<file path="src/rtl/riscv_arb_pkg.sv">
// rtl/riscv_arb_pkg.sv - shared types and defaults for the instruction/data memory arbiter
package riscv_arb_pkg;

    typedef enum logic {
        OWN_INSTR = 1'b0,
        OWN_DATA  = 1'b1
    } arb_owner_e;

    // Fetches always read a full word
    localparam logic [3:0] FETCH_BE = 4'hF;

    localparam int MAX_OUTST_DEF    = 2;
    localparam int STARVE_LIMIT_DEF = 4;

endpackage

</file>
<file path="src/rtl/riscv_arb_owner_fifo.sv">
// rtl/riscv_arb_owner_fifo.sv - in-order FIFO of owner IDs for granted-but-unanswered transactions
module riscv_arb_owner_fifo
    import riscv_arb_pkg::*;
#(
    parameter int DEPTH = MAX_OUTST_DEF
) (
    input  logic       clk,
    input  logic       rst,
    input  logic       push,
    input  arb_owner_e push_owner,
    input  logic       pop,
    output logic       full,
    output logic       empty,
    output arb_owner_e head
);

    localparam int PW = (DEPTH > 1) ? $clog2(DEPTH) : 1;
    localparam int CW = $clog2(DEPTH + 1);
    localparam logic [PW-1:0] LAST_PTR = PW'(DEPTH - 1);
    localparam logic [CW-1:0] FULL_CNT = CW'(DEPTH);

    arb_owner_e        slots [DEPTH];
    logic [PW-1:0]     wr_ptr;
    logic [PW-1:0]     rd_ptr;
    logic [CW-1:0]     count;
    logic              do_push;
    logic              do_pop;

    assign full    = (count == FULL_CNT);
    assign empty   = (count == '0);
    assign do_push = push & ~full;
    assign do_pop  = pop & ~empty;
    assign head    = slots[rd_ptr];

    // Owner storage; contents are don't-care while the slot is unoccupied
    always_ff @(posedge clk) begin
        if (do_push) begin
            slots[wr_ptr] <= push_owner;
        end
    end

    // Pointers wrap modulo DEPTH; simultaneous push and pop leaves occupancy unchanged
    always_ff @(posedge clk) begin
        if (rst) begin
            wr_ptr <= '0;
            rd_ptr <= '0;
            count  <= '0;
        end else begin
            if (do_push) begin
                wr_ptr <= (wr_ptr == LAST_PTR) ? '0 : wr_ptr + 1'b1;
            end
            if (do_pop) begin
                rd_ptr <= (rd_ptr == LAST_PTR) ? '0 : rd_ptr + 1'b1;
            end
            case ({do_push, do_pop})
                2'b10:   count <= count + 1'b1;
                2'b01:   count <= count - 1'b1;
                default: count <= count;
            endcase
        end
    end

endmodule

</file>
<file path="src/rtl/riscv_mem_arbiter.sv">
// rtl/riscv_mem_arbiter.sv - fetch/data arbiter onto one memory port; RISCV_ARB_ROUND_ROBIN_EN selects round-robin policy
module riscv_mem_arbiter
    import riscv_arb_pkg::*;
#(
    parameter int MAX_OUTST    = MAX_OUTST_DEF,
    parameter int STARVE_LIMIT = STARVE_LIMIT_DEF
) (
    input  logic        clk,
    input  logic        rst,
    input  logic        i_instr_req,
    input  logic [31:0] i_instr_addr,
    output logic        o_instr_gnt,
    output logic        o_instr_rvalid,
    output logic [31:0] o_instr_rdata,
    input  logic        i_data_req,
    input  logic        i_data_we,
    input  logic [3:0]  i_data_be,
    input  logic [31:0] i_data_addr,
    input  logic [31:0] i_data_wdata,
    output logic        o_data_gnt,
    output logic        o_data_rvalid,
    output logic [31:0] o_data_rdata,
    output logic        o_mem_req,
    output logic        o_mem_we,
    output logic [3:0]  o_mem_be,
    output logic [31:0] o_mem_addr,
    output logic [31:0] o_mem_wdata,
    input  logic        i_mem_gnt,
    input  logic        i_mem_rvalid,
    input  logic [31:0] i_mem_rdata,
    output logic        o_err
);

    arb_owner_e sel;
    arb_owner_e policy_sel;
    arb_owner_e lock_owner;
    arb_owner_e fifo_head;
    logic       lock_valid;
    logic       sel_req;
    logic       fifo_full;
    logic       fifo_empty;
    logic       mem_gnt_any;
    logic       resp_ok;

`ifdef RISCV_ARB_ROUND_ROBIN_EN
    arb_owner_e last_gnt;

    // Remember who won last so the other side wins the next contested cycle
    always_ff @(posedge clk) begin
        if (rst) begin
            last_gnt <= OWN_DATA;
        end else if (o_instr_gnt) begin
            last_gnt <= OWN_INSTR;
        end else if (o_data_gnt) begin
            last_gnt <= OWN_DATA;
        end
    end

    // Alternate on contention, otherwise serve whoever is asking
    always_comb begin
        policy_sel = OWN_INSTR;
        if (i_instr_req && i_data_req) begin
            policy_sel = (last_gnt == OWN_DATA) ? OWN_INSTR : OWN_DATA;
        end else if (i_data_req) begin
            policy_sel = OWN_DATA;
        end
    end
`else
    localparam int SW = $clog2(STARVE_LIMIT + 1);
    localparam logic [SW-1:0] STARVE_MAX = SW'(STARVE_LIMIT);

    logic [SW-1:0] starve_cnt;
    logic          fetch_starved;

    assign fetch_starved = (starve_cnt == STARVE_MAX);

    // Count cycles a waiting fetch loses to data; saturate at the limit
    always_ff @(posedge clk) begin
        if (rst || !i_instr_req || o_instr_gnt) begin
            starve_cnt <= '0;
        end else if (o_data_gnt && !fetch_starved) begin
            starve_cnt <= starve_cnt + 1'b1;
        end
    end

    // Data has priority unless a fetch has been starved long enough
    always_comb begin
        policy_sel = OWN_INSTR;
        if (fetch_starved && i_instr_req) begin
            policy_sel = OWN_INSTR;
        end else if (i_data_req) begin
            policy_sel = OWN_DATA;
        end
    end
`endif

    // An outstanding ungranted request keeps its owner until accepted
    always_comb begin
        sel = policy_sel;
        if (lock_valid) begin
            sel = lock_owner;
        end
    end

    assign sel_req     = (sel == OWN_DATA) ? i_data_req : i_instr_req;
    assign o_mem_req   = sel_req & ~fifo_full;
    assign mem_gnt_any = o_mem_req & i_mem_gnt;
    assign o_instr_gnt = mem_gnt_any & (sel == OWN_INSTR);
    assign o_data_gnt  = mem_gnt_any & (sel == OWN_DATA);

    assign o_mem_we    = (sel == OWN_DATA) ? i_data_we    : 1'b0;
    assign o_mem_be    = (sel == OWN_DATA) ? i_data_be    : FETCH_BE;
    assign o_mem_addr  = (sel == OWN_DATA) ? i_data_addr  : i_instr_addr;
    assign o_mem_wdata = (sel == OWN_DATA) ? i_data_wdata : 32'h0;

    // Hold the selection while a presented request waits for the downstream grant
    always_ff @(posedge clk) begin
        if (rst) begin
            lock_valid <= 1'b0;
            lock_owner <= OWN_DATA;
        end else if (o_mem_req && !i_mem_gnt) begin
            lock_valid <= 1'b1;
            lock_owner <= sel;
        end else begin
            lock_valid <= 1'b0;
        end
    end

    riscv_arb_owner_fifo #(
        .DEPTH (MAX_OUTST)
    ) u_owner_fifo (
        .clk        (clk),
        .rst        (rst),
        .push       (mem_gnt_any),
        .push_owner (sel),
        .pop        (i_mem_rvalid),
        .full       (fifo_full),
        .empty      (fifo_empty),
        .head       (fifo_head)
    );

    assign resp_ok        = i_mem_rvalid & ~fifo_empty;
    assign o_instr_rvalid = resp_ok & (fifo_head == OWN_INSTR);
    assign o_data_rvalid  = resp_ok & (fifo_head == OWN_DATA);
    assign o_instr_rdata  = i_mem_rdata;
    assign o_data_rdata   = i_mem_rdata;

    // A response with nothing outstanding is a protocol violation; sticky until reset
    always_ff @(posedge clk) begin
        if (rst) begin
            o_err <= 1'b0;
        end else if (i_mem_rvalid && fifo_empty) begin
            o_err <= 1'b1;
        end
    end

endmodule

</file>
<file path="config.mk">
export PLATFORM = sky130hd
export DESIGN_NAME = riscv_mem_arbiter
export DESIGN_NICKNAME = d
export VERILOG_FILES = /design/src/rtl/riscv_arb_pkg.sv /design/src/rtl/riscv_arb_owner_fifo.sv /design/src/rtl/riscv_mem_arbiter.sv
export SDC_FILE = /design/constraint.sdc
export NUM_CORES = 1
export LEC_CHECK = 0
export ABC_CLOCK_PERIOD_IN_PS = 2000
export BUFFER_PORTS_ARGS = -buffer_cell sky130_fd_sc_hd__buf_4
export CAP_MARGIN = 20
export CORE_AREA = 8 8 102 104
export CTS_CLUSTER_DIAMETER = 40
export DETAILED_ROUTE_END_ITERATION = 8
export DIE_AREA = 0 0 110 112
export PLACE_DENSITY = 0.72
export SLEW_MARGIN = 20
export SYNTH_ARGS = -nofsm -noshare
export SYNTH_HDL_FRONTEND = slang
export SYNTH_SLANG_ARGS = --single-unit
</file>
<file path="constraint.sdc">
create_clock -name clk -period 2 [get_ports clk]
set_input_delay 0.4 -clock clk [delete_from_list [all_inputs] [get_ports clk]]
set_output_delay 0.4 -clock clk [all_outputs]
set_load 0.05 [all_outputs]
</file>
== Word level (Yosys, flattened, before mapping) ==
Memories as Yosys holds them, arrays and structs flattened. A register that Yosys moved wholly into a read port is not among the register bits.
Cells that the tools add are included.

* Output and inout port bits: 139
* Memories: 1
* Bits in writable memories: 2
* Register bits after elaboration: 10
* Word-level logic and storage cells: 56
* Input bits: 139

{| class="wikitable"
|+ Memories
! name !! depth !! bits a word !! read ports !! clocked after memory_dff !! write ports !! RTL line !! source
|-
| u_owner_fifo.slots || 2 || 1 || 1 || 1 || 1 || riscv_arb_owner_fifo.sv:22 || <nowiki>arb_owner_e slots [DEPTH];</nowiki>
|}

* Multiplexer cells: 16
* Equal/unequal tests: 4
* Bitwise gates (word level): 12
* Reductions and logical operators: 11
* Add/subtract/negate cells: 5

{| class="wikitable"
|+ Operators by type and width
! cell !! number
|-
| $mux W32 || 2
|-
| $mux W1 || 12
|-
| $and A1 B1 Y1 || 8
|-
| $eq A2 B2 Y1 const B || 2
|-
| $logic_and A1 B1 Y1 || 4
|-
| $mux W4 || 1
|-
| $not A1 Y1 || 4
|-
| $pmux W2 S2 || 1
|-
| $add A3 B1 Y3 const B || 1
|-
| $eq A3 B3 Y1 const B || 1
|-
| $logic_not A1 Y1 || 3
|-
| $add A1 B1 Y1 const B || 2
|-
| $add A2 B1 Y2 const B || 1
|-
| $eq A2 B1 Y1 const B || 1
|-
| $logic_not A2 Y1 || 1
|-
| $logic_or A1 B1 Y1 || 2
|-
| $reduce_bool A2 Y1 || 1
|-
| $sub A2 B1 Y2 const B || 1
|}

== Longest topological paths before layout ==
* Depth in word-level cells: 10
* Mapped depth: 11
* Gate-level depth less buffers: 10

== By module ==
Synthesis repeated with hierarchy kept, for this count alone.

* Cells, all modules: 219
* Area, all modules: 1948.1 µm²

{| class="wikitable"
|+ By module, submodules not included
! module !! instances !! sequential area each (µm²) !! area each (µm²) !! cells each
|-
| riscv_mem_arbiter || 1 || 120.1 || 1652.8 || 190
|-
| riscv_arb_owner_fifo || 1 || 160.2 || 295.3 || 29
|}

== Worst setup path before layout ==
No wires, ideal clock.

* Path kind: register -> output
* From: register starve_cnt[0]
* To: output o_data_gnt
* Required time: 1600 ps
* Buffers on the path: 2
* Cell stages (with the launch flop): 8
* Path slack: -306 ps
* Data arrival time: 1906 ps
* Cells stage by stage: dfxtp_1 > inv_1 > ha_1 > and3_1 > o21a_1 > buf_4 > clkbuf_1 > nor2_1

* Cells in the longest elaborated chain, start to end: 8

{| class="wikitable"
|+ RTL lines
! item !! RTL line !! source
|-
| from (decl) || riscv_mem_arbiter.sv:72 || <nowiki>logic [SW-1:0] starve_cnt;</nowiki>
|-
| from (signal assigned) || riscv_mem_arbiter.sv:82 || <nowiki>starve_cnt <= starve_cnt + 1'b1;</nowiki>
|-
| $eq A3 B3 Y1 (*) || riscv_mem_arbiter.sv:75 || <nowiki>assign fetch_starved = (starve_cnt == STARVE_MAX);</nowiki>
|-
| $logic_and A1 B1 Y1 (*) || riscv_mem_arbiter.sv:89 || <nowiki>if (fetch_starved && i_instr_req) begin</nowiki>
|-
| $mux W1 (*) || riscv_mem_arbiter.sv:89 ||
|-
| $mux W1 (*) || riscv_mem_arbiter.sv:100 || <nowiki>if (lock_valid) begin</nowiki>
|-
| $mux W1 || riscv_mem_arbiter.sv:105 || <nowiki>assign sel_req = (sel == OWN_DATA) ? i_data_req : i_instr_req;</nowiki>
|-
| $and A1 B1 Y1 || riscv_mem_arbiter.sv:106 || <nowiki>assign o_mem_req = sel_req & ~fifo_full;</nowiki>
|-
| $and A1 B1 Y1 || riscv_mem_arbiter.sv:107 || <nowiki>assign mem_gnt_any = o_mem_req & i_mem_gnt;</nowiki>
|-
| $and A1 B1 Y1 (*) || riscv_mem_arbiter.sv:109 || <nowiki>assign o_data_gnt = mem_gnt_any & (sel == OWN_DATA);</nowiki>
|-
| to (decl) || riscv_mem_arbiter.sv:20 || <nowiki>output logic o_data_gnt,</nowiki>
|}

Mark *: on every way between the ends. The rest lies on a longest branch, timed or not.

== Worst setup path in the final report ==
* From: register starve_cnt[0]
* To: output o_mem_wdata[28]

* Cells in the longest elaborated chain, start to end: 5

{| class="wikitable"
|+ RTL lines
! item !! RTL line !! source
|-
| $eq A3 B3 Y1 || riscv_mem_arbiter.sv:75 ||
|-
| $logic_and A1 B1 Y1 || riscv_mem_arbiter.sv:89 ||
|-
| $mux W1 || riscv_mem_arbiter.sv:89 ||
|-
| $mux W1 || riscv_mem_arbiter.sv:100 ||
|-
| $mux W32 || riscv_mem_arbiter.sv:114 || <nowiki>assign o_mem_wdata = (sel == OWN_DATA) ? i_data_wdata : 32'h0;</nowiki>
|-
| to (decl) || riscv_mem_arbiter.sv:27 || <nowiki>output logic [31:0] o_mem_wdata,</nowiki>
|}

No other way between the ends.

==> impl_metrics.py <==
metrics = {
    "outcome": {
        "status": "finished, violations left",
        "violations": "negative setup slack",
    },
    "logic_synthesis": {
        "postSynthAreaPerCell_um2": 6.39,
        "ys_ff_latch": 13,
        "yosysUniqueCellTypes": 32,
        "synthesis.area_mm2": 0.00182,
        "synth-seq-area-share_pct": 15.4,
        "ys_warn_count": 0,
        "syn_nets": 426,
        "syn_inst": 284,
    },
    "critical_path": {
        "arrival_ns": 1.84,
        "crit_fanout": 7,
        "worst-setup-path-type": "register to output port",
        "cp-start-kind": "register",
        "worst_setup_path_end_kind": "output port",
        "required_ns": 1.60,
        "reg2reg_depth": 12,
    },
    "floorplan": {
        "die_area_mm2": 0.0123,
        "core-area_mm2": 0.00889,
        "io_pins": 278,
        "num_rows": 35,
        "start_util_pct": 20.4,
        "die_w_um": 110,
        "die_h_um": 112,
    },
    "timing": {
        "fin_crit_ns": 2.24,
        "finalCritPeriodShare_pct": 112,
        "maxSlewViolCount": 0,
        "hold_ws_ns": 0.397,
        "finalSetupViolations": 74,
        "tightest_slew_ns": 0.577,
        "layout_setup_ws_ns": -0.245,
        "relSlewSlack_pct": 61.4,
        "skew_ns": 0.00190,
        "hold_violations": 0,
        "rsz0062_at_grt": "yes",
        "fmax_mhz": 445,
    },
    "clock_network": {
        "numCtsBuffers": 3,
        "clk_root_buffer_cell": "clkbuf_8",
        "path_clk_slew_ns": 0.06,
        "cts_num_sinks": 13,
        "cts_tree": "done",
        "clk_path_buf_depth": 2,
        "insertion_delay_ns": 0.24,
        "h-tree-depth": 1,
    },
    "power_and_ir_drop": {
        "p_seq_share_pct": 10.4,
        "combPwrFrac_pct": 82.6,
        "swShare_pct": 47.9,
        "total_power_uw": 3420,
        "peakVddDrop_v": 0.000320,
        "power.internal_uw": 1780,
        "p_clk_share_pct": 6.9,
        "powerDensity_mw_per_mm2": 754,
        "leakage_uw": 0.00226,
        "power.net_switching_uw": 1640,
    },
    "layout": {
        "area_growth_pct": 150,
        "final_common_cell": "buf_4",
        "final_cells": 543,
        "fin_nets": 575,
        "layout_common_cells": "125 x buf_4, 68 x buf_8, 49 x nand2_4",
        "insertedDiodeCount": 0,
        "final_core_util_pct": 51.0,
        "drive_above_1_share_pct": 82.6,
    },
    "detailed_routing": {
        "drc": 0,
        "dr.first_iter.drc_count": 76,
        "via_count": 2295,
        "wirelength_um": 10300,
        "drtAntennaViolNets": 0,
        "routed_via_density": 4.23,
        "firstDrtPassIters": 4,
        "wl_per_cell_um": 18.9,
    },
    "global_route": {
        "grt_pass1_vias": 2573,
        "grt_start_max_net_pins": 24,
        "antenna_found_initial": 0,
        "grt_pass1_wl_um": 14300,
        "grt_use_total_pct": 14.7,
        "overflow": 0,
    },
    "worst_hold_path": {
        "hold_depth": 3,
        "hp-class": "input pin to register",
    },
    "placement": {
        "dp_slack_ns": -0.0418,
        "dp_hpwl_um": 7540,
        "place_inst": 513,
        "place_congestion": 0.856,
        "io_buffers": 181,
    },
    "run": {
        "maxCapViolations": 0,
    },
}
-- power groups by stage --
| stage | Clock [µW] | Sequential, µW | Combinational, µW |
|---|---|---|---|
| floorplan | 0 | 374 | 1670 |
| global placement | 0 | 354 | 1980 |
| detailed placement | 0 | 359 | 2010 |
| CTS | 236 | 353 | 2540 |
| global route | 261 | 363 | 2950 |
| finish | 236 | 357 | 2820 |
-- area by class of cell --
cell class              count  area (µm²)
clock buffers               4        45.0
fillers                   797        4360
inverters                   6        27.5
multi-input cells         188        1580
flip-flops and latches     13         283
well taps                 111         139
repair buffers            221        2460
-- synthesized netlist by cell type, drive strengths merged --
library cell,n,area [µm²]
nand2b,7,43.8
clkbuf,4,15.0
dfxtp,11,220
and2,33,206
nor3,1,5.00
nor2,14,52.6
o211ai,1,7.51
nand2,98,368
a21oi,7,35.0
or2b,1,7.51
xnor2,1,8.76
ha,3,37.5
o221a,1,11.3
nand3b,1,7.51
and3,2,12.5
edfxtp,2,60.1
o211a,1,10.0
nor2b,1,6.26
mux2,2,22.5
mux2i,2,20.0
nand4,2,12.5
o21a,1,7.51
buf,73,552
or3b,1,8.76
xor2,2,17.5
o21ai,5,28.8
or3,1,6.26
inv,6,25.0
-- critical path, stage by stage (launching register included) --
cell,delay (ns)
dfxtp_2,0.33
inv_2,0.05
ha_4,0.15
and3_4,0.16
o21a_4,0.21
inv_6,0.09
buf_12,0.15
clkbuf_16,0.17
and2_4,0.15
buf_8,0.14
-- per-layer routing --
metal	track usage, %	vias to the layer above	share of wire, %	wire length [µm]
met4	3.87	0	2.1	219
li1	-	1107	-	-
met5	0	-	0	0
met1	14.9	1047	34	3480
met3	5.72	31	9.3	958
met2	26.7	110	55	5590
-- worst paths after layout --
check	startpoint	to	slack [ns]
max	starve_cnt[0]$_SDFFE_PP0P_	o_mem_wdata[28]	-0.24
min	i_mem_rvalid	o_err$_SDFFE_PP0P_	0.40
min reg2reg	o_err$_SDFFE_PP0P_	o_err$_SDFFE_PP0P_	0.47
max reg2reg	starve_cnt[0]$_SDFFE_PP0P_	u_owner_fifo.count[1]$_SDFFE_PP0P_	-0.21
-- kinds of logic (layout without fill, tap and decap cells) --
kind of cell               after synthesis  after routing  share of synthesized area, %
xor gates and xnor gates                 3              3                          1.45
AOI/OAI and AO/OA                       16             16                          5.51
buffers and inverters                   83            231                          32.6
and+or+nand+nor                        162            162                          40.6
adders and majority gates                3              3                          2.07
DFF                                     13             13                          15.4
muxes                                    4              4                          2.34
-- registers in the layout, summed over array words and instances (netlist names), named ones only --
signal,count
lock_owner,1
lock_valid,1
o_err,1
starve_cnt,3
u_owner_fifo.count,2
u_owner_fifo.rd_ptr,1
u_owner_fifo.slots,2
u_owner_fifo.wr_ptr,1
-- stage by stage --
| stage | area, µm² | setup TNS [ns] |
|---|---|---|
| final | 4530 | -13.45 |
| after global routing | 4530 | -18.19 |
| after CTS | 4090 | -13.65 |
| after detailed placement | 3200 | -0.504 |
| after global placement | 3200 | 0 |
| after floorplan | 2130 | -0.0422 |
-- timing repair --
| item | CTS | global route |
|---|---|---|
| gates resized for setup | 174 | 82 |
| gates cloned | 2 | 7 |
| hold buffers | 0 | 0 |
| pin swaps | 16 | 59 |
| endpoints found under the setup margin | 72 | 76 |
| buffers inserted | 14 | 4 |
No activity file was read; power rests on OpenSTA's default activity.
